## config.mk

```make
export PLATFORM = sky130hd
export DESIGN_NAME = result_uart_reporter
export DESIGN_NICKNAME = d
export VERILOG_FILES = /design/src/rtl/result_uart_reporter.sv
export SDC_FILE = /design/constraint.sdc
export NUM_CORES = 1
export LEC_CHECK = 0
export ABC_AREA = 0
export ABC_CLOCK_PERIOD_IN_PS = 4100
export CAP_MARGIN = 20
export CORE_MARGIN = 2
export CORE_UTILIZATION = 63
export DETAILED_ROUTE_END_ITERATION = 10
export GPL_TIMING_DRIVEN = 0
export PLACE_DENSITY = 0.82
export SLEW_MARGIN = 30
export SYNTH_ARGS = -nofsm -noshare
export SYNTH_HDL_FRONTEND = slang
export SYNTH_SLANG_ARGS = --single-unit
export TNS_END_PERCENT = 30
```

## constraint.sdc

```tcl
create_clock -name clk -period 4.1 [get_ports clk]
set_clock_uncertainty 0.05 [all_clocks]
set_input_delay 0.82 -clock clk [delete_from_list [all_inputs] [get_ports clk]]
set_output_delay 0.82 -clock clk [all_outputs]
set_load 0.01 [all_outputs]
```

## src/rtl/result_uart_reporter.sv

```systemverilog
// result_uart_reporter: sends a result value as uppercase ASCII hex plus CR LF over an 8N1 UART.
// A request that arrives while a message is in flight is held, one deep, with the latest value kept.
module result_uart_reporter #(
  parameter int clk_freq       = 50000000,
  parameter int uart_baud_rate = 57600,
  parameter int p_N            = 16,
  parameter int p_AUTO         = 1
) (
  input  logic           clk,
  input  logic           rst,
  input  logic [p_N-1:0] i_data,
  input  logic           i_send,
  output logic           o_busy,
  output logic           o_done,
  output logic           uart_txd
);
  localparam int DIV = clk_freq / uart_baud_rate;
  localparam int NDIG = p_N / 4;
  localparam int BW = (DIV > 2) ? $clog2(DIV) : 1;
  localparam int CW = $clog2(NDIG + 2);
  localparam logic [BW-1:0] BMAX = BW'(DIV - 1);
  localparam logic [CW-1:0] CR_IDX = CW'(NDIG);
  localparam logic [CW-1:0] LAST = CW'(NDIG + 1);

  typedef enum logic [1:0] {IDLE, START, DATA, STOP} state_e;

  state_e         state_q, state_d;
  logic [BW-1:0]  baud_q, baud_d;
  logic [2:0]     bit_q, bit_d;
  logic [CW-1:0]  idx_q, idx_d;
  logic [p_N-1:0] src_q, src_d, hold_q, hold_d, last_q;
  logic           pend_q, pend_d;
  logic           req, tick;
  logic [3:0]     nib;
  logic [7:0]     ch;

  assign req = i_send | ((p_AUTO != 0) && (i_data != last_q));
  assign tick = baud_q == BMAX;
  // Digits are taken MSB-first; indices past the last digit select CR then LF.
  assign nib = 4'(src_q >> (p_N - 4 - 4 * int'(idx_q)));
  assign ch = idx_q == CR_IDX ? 8'h0D :
              idx_q == LAST ? 8'h0A :
              nib < 4'd10 ? {4'h3, nib} : 8'h37 + {4'h0, nib};
  assign uart_txd = state_q == START ? 1'b0 : state_q == DATA ? ch[bit_q] : 1'b1;
  assign o_done = state_q == STOP && tick && idx_q == LAST;
  assign o_busy = state_q != IDLE || pend_q;

  always_comb begin
    state_d = state_q;
    baud_d = (state_q == IDLE || tick) ? '0 : baud_q + 1'b1;
    bit_d = bit_q;
    idx_d = idx_q;
    src_d = src_q;
    hold_d = (req && state_q != IDLE) ? i_data : hold_q;
    pend_d = pend_q | (req && state_q != IDLE);
    case (state_q)
      IDLE: if (req) begin
        state_d = START;
        idx_d = '0;
        src_d = i_data;
      end
      START: if (tick) begin
        state_d = DATA;
        bit_d = '0;
      end
      DATA: if (tick) begin
        bit_d = bit_q + 1'b1;
        state_d = bit_q == 3'd7 ? STOP : DATA;
      end
      STOP: if (tick) begin
        if (idx_q != LAST) begin
          state_d = START;
          idx_d = idx_q + 1'b1;
        end else begin
          // A request landing on the completion edge is served as the next message.
          state_d = (pend_q || req) ? START : IDLE;
          idx_d = '0;
          src_d = req ? i_data : hold_q;
          pend_d = 1'b0;
        end
      end
      default: state_d = IDLE;
    endcase
  end

  always_ff @(posedge clk) begin
    if (rst) begin
      state_q <= IDLE;
      baud_q <= '0;
      bit_q <= '0;
      idx_q <= '0;
      src_q <= '0;
      hold_q <= '0;
      pend_q <= 1'b0;
      last_q <= '0;
    end else begin
      state_q <= state_d;
      baud_q <= baud_d;
      bit_q <= bit_d;
      idx_q <= idx_d;
      src_q <= src_d;
      hold_q <= hold_d;
      pend_q <= pend_d;
      last_q <= i_data;
    end
  end
endmodule

```

* Word-level counts from Yosys, hierarchy flattened
Index checks and enable logic that the tools add are counted.
Cells by class: shifts and indexed selects 1, bitwise operators 2, $lt $le $gt $ge 2, reductions and logical operators 15, equality and inequality tests 14, $add $sub $neg 5, multiplexer cells 30
Operator list (count):
- $mux W16 | 4
- $pmux W16 S2 | 1
- $shr A16 B32 Y4 | 1
- $mux W7 | 3
- $ne A16 B16 Y1 | 1
- $mux W3 | 5
- $pmux W3 S2 | 2
- $add A10 B1 Y10 const B | 1
- $eq A10 B10 Y1 const B | 1
- $ne A2 B2 Y1 const B | 5
- $eq A3 B3 Y1 const B | 3
- $mux W1 | 9
- $mux W2 | 4
- $pmux W2 S4 | 1
- $reduce_and A4 Y1 | 2
- $add A6 B4 Y7 const A | 1
- $add A3 B1 Y3 const B | 2
- $reduce_and A3 Y1 | 2
- $reduce_bool A2 Y1 | 3
- $sub A4 B5 Y6 const A | 1
- $eq A2 B2 Y1 const B | 2
- $lt A3 B4 Y1 const B | 1
- $lt A4 B4 Y1 const B | 1
- $bmux W1 S3 | 1
- 7 further kinds | 12
Word-level totals: word-level logic and storage cells 77, flip-flop bits (word level) 67, bits of input ports 19, output and inout port bits 3

* Longest topological paths before layout
depth after elaboration 10, mapped depth 9, depth with buffers taken out 8

* Worst setup path after synthesis
No wires, ideal clock.
path kind flip-flop to output port, from register idx_q[0], to output port uart_txd, slack 1266 ps, stages on the path, launching flop included 9, arrival time 1964 ps, path buffers 1, data required time 3230 ps, path through dfxtp_1 -> buf_6 -> mux4_1 -> nand2b_1 -> ha_1 -> a211o_2 -> nand3_1 -> o21ai_0 -> o32ai_1
On the way: cells in the longest elaborated chain, start to end 10, elaborated cells on any way between the ends 13
Ends and longest elaborated chain:
- start: declaration | line 30 | logic [CW-1:0] idx_q, idx_d;
- start signal: assignment | line 100 | idx_q <= idx_d;
- $sub A4 B5 Y6 | line 40 | assign nib = 4'(src_q >> (p_N - 4 - 4 * int'(idx_q)));
- $shr A16 B32 Y4 | line 40
- $add A6 B4 Y7 or $lt A4 B4 Y1 (tied branches) | line 43 | nib < 4'd10 ? {4'h3, nib} : 8'h37 + {4'h0, nib};
- $mux W7 | line 43
- $mux W7 | line 42 | idx_q == LAST ? 8'h0A :
- $mux W7 (*) | line 41 | assign ch = idx_q == CR_IDX ? 8'h0D :
- $bmux W1 S3 (*) | line 44 | assign uart_txd = state_q == START ? 1'b0 : state_q == DATA ? ch[bit_q] : 1'b1;
- $mux W1 (not written as such) (*) | line 44
- $mux W1 (*) (2 in series) | line 44
- end: declaration | line 15 | output logic uart_txd
Mark *: on every way between the ends. The rest lies on a longest branch, timed or not. The select of a mux whose other input is x is not followed.

* Worst setup path in the final report
Ends and elaborated chain as after synthesis.

==> impl_metrics.tcl <==
set metrics [dict create \
    min_path_type "register to register" \
    final.setup.tns_ps 0 \
    irDropWorstVdd_v 0.000426 \
    placed_cell_area_um2 3430 \
    path_buf_inv 2 \
    use_met3_pct 9.62 \
    yosysTopAreaCellShare_pct 42.8 \
    fin_total_pwr_w 0.00209 \
    cts_inserted_buffers 9 \
    status "complete, no violations" \
    grt.met2_usage_pct 45.9 \
    via_per_inst 5.69 \
    critPathTopFamily "buffers and inverters" \
    cts_hold_buf 0 \
    p_int_w 0.00135 \
    yosysTopAreaCell "dfxtp_1" \
    path_class "register to primary output" \
    ioPinCount 22 \
    p_seq_share_pct 40.8 \
    worstHoldStart "baud_q[0]" \
    grt_max_degree 12 \
    grt_use_met1_pct 29.8 \
    synth_area_um2 3130 \
    finalSetupViolCount 0 \
    synthMuxAreaShare_pct 13.5 \
    rsz0062_at_grt "false" \
    grt_busiest_layer "met2" \
    cts_htree_levels 3 \
    post-route-util_pct 75.6 \
    r2r.worst_path.cells 7 \
    slowest_stage "mux4_1" \
    synth_top_family_by_area "simple AND/OR/NAND/NOR gates" \
    dieArea_um2 5560 \
    avgSynthCellArea_um2 9.64 \
    finalMaxSlewViolations 0 \
    coreArea_um2 4750 \
    synth_compound_area_share_pct 10.3 \
    arrival_ps 2980 \
    post_cts_resized 0 \
    diodes 0 \
    switching_power_w 0.000740 \
    ant_nets 0 \
    yosysWarnings 0 \
    synth_edf_count 0 \
    combPwrFrac_pct 36.6 \
    layout.nets 384 \
    synth-seq-cells 67 \
    p_clk_share_pct 22.6 \
    synth_cell_type_count 48 \
    seq_area_frac_synth_pct 42.8 \
    fmaxAchievable_ghz 0.260 \
    drc 0 \
    synth_flop_cell "dfxtp_1" \
    final_area_um2 3590 \
    synth_most_common_cell "dfxtp_1" \
    async_flop_share_pct 0 \
    worstSkewPairLatency_ps 340 \
    clk_pin_slew_ps 70 \
    synth_xor_area_share_pct 6.99 \
    dpl.cell_count 413 \
    period_share_pct 94.0 \
    regToRegSetupSlack_ps 1750 \
    drt_first_pass_iters 4 \
    hold_viol 0 \
    synth_commonest_cells "67 x dfxtp_1, 56 x nor2_1, 33 x mux2i_1, 18 x xnor2_1" \
    grt_usage_pct 26.4 \
    drive_gt1_share_pct 9.44 \
    die_y_um 74.5 \
    power_switching_share_pct 35.5 \
    required_ps 3230 \
    initial_core_util_pct 65.9 \
    worstHoldPathCells 1 \
    worst_setup_path_end_kind "primary output" \
    cp_max_fo 10 \
    row_count 25 \
    r2r_end "src_q[9]" \
    overflow 0 \
    slew_headroom_pct 55.0 \
    synthAdderAreaFrac_pct 3.19 \
    synth.net_count 352 \
    finalWirelength_um 6580 \
    antenna_found_initial 0 \
    grt_pass1_vias 2316 \
    hpwl_um 4620 \
    leakagePower_nw 1.47 \
    min_to "baud_q[0]" \
    crit_path_start_kind "register" \
    worstMarginPinSlew_ps 676 \
    period_minus_slack_ps 3850 \
    vias 2431 \
    wl_per_cell_um 15.4 \
    cts_tree "done" \
    clk_path_buf_depth 2 \
    synthSimpleGateAreaFrac_pct 19.4 \
    root_buffer "clkbuf_8" \
    syn2layout_area_growth_pct 14.7 \
    clkSinkCount 67 \
    cp_slowest_stage_delay_ps 560 \
    synthCells 325 \
    place.gp.congestion 0.877 \
    path_cells "buf_6 -> mux4_1 -> nand2b_1 -> ha_1 -> nand2_1 -> nor4b_1 -> a2111oi_0 -> o32ai_1 -> clkdlybuf4s50_1" \
    synth.area.top_cells "dfxtp_1 43%, mux2i_1 11%, nor2_1 6.7%, xnor2_1 5.0%, a211oi_1 3.8%" \
    layout.cells.non_filler 427 \
    drv_cap 0 \
    die_w_um 74.5 \
    r2r_start "last_q[0]" \
    cts_setup_buffers 0 \
    grt_pass1_wl_um 10800 \
    first_iter_violations 85 \
    power_per_cell_area_nw_per_um2 580 \
    numPortBuffers 21 \
]
## final cells by class
type                    instances  area, um2
multi-input cells             233       1680
plain buffers                  16       82.6
fillers                       388       1160
repair buffers                 21        210
well taps                      67       83.8
inverters                       9       33.8
flip-flops and latches         67       1340
clock inverters                 4       28.8
clock buffers                  10        138
## logic make-up after synthesis
family | Yosys count
flip-flops | 67
AND/OR/NAND/NOR | 119
buffers and inverters | 25
AO/OA/AOI/OAI | 44
multiplexers | 37
XOR/XNOR | 25
adder cells (fa/ha/maj) | 8
## power by group through the flow
stage               combinational (W)  clock [W]  sequential [W]
floorplan                    0.000574          0        0.000843
global placement             0.000728          0        0.000858
detailed placement           0.000754          0        0.000863
CTS                          0.000762   0.000482        0.000849
global route                 0.000842   0.000506        0.000862
finish                       0.000763   0.000472        0.000851
## state kept, by name, summed over array words and instances, names as in the netlist
register	count
pend_q	1
baud_q	10
last_q	16
idx_q	3
hold_q	16
state_q	2
src_q	16
bit_q	3
## cells in the final DEF (no fill, tap or decap), types with 8 or more instances in the layout
cell type and count:
dfxtp_1 67, nand3_1 9, a21oi_1 10, clkdlybuf4s50_1 21, ha_1 8, mux2i_1 33, clkbuf_8 10, nor3_1 8
a211oi_1 16, nor2b_1 16, clkbuf_1 10, xnor2_1 18, inv_1 8, nor2_1 56
## worst max-delay path by stage
stage	from	end	slack [ps]	cells past startpoint
2_1_floorplan	idx_q[0]	uart_txd	1270	8
3_3_place_gp	idx_q[0]	uart_txd	670	9
3_5_place_dp	idx_q[0]	uart_txd	610	9
4_1_cts	idx_q[0]	uart_txd	250	9
5_1_grt	idx_q[0]	uart_txd	80	9
6_report	idx_q[0]	uart_txd	250	9
## layer usage
layer | wire (um) | up-vias
met5 | 0 | -
met2 | 3390 | 55
met4 | 112 | 0
li1 | - | 1202
met1 | 2790 | 1162
met3 | 293 | 12
## stage by stage
| stage | setup WS [ps] | hold WS (ps) |
|---|---|---|
| floorplan | 1270 | 380 |
| global placement | 666 | 394 |
| detailed placement | 610 | 408 |
| CTS | 248 | 423 |
| global route | 80.9 | 451 |
| finish | 247 | 420 |
No activity file was read; power rests on OpenSTA's default activity.
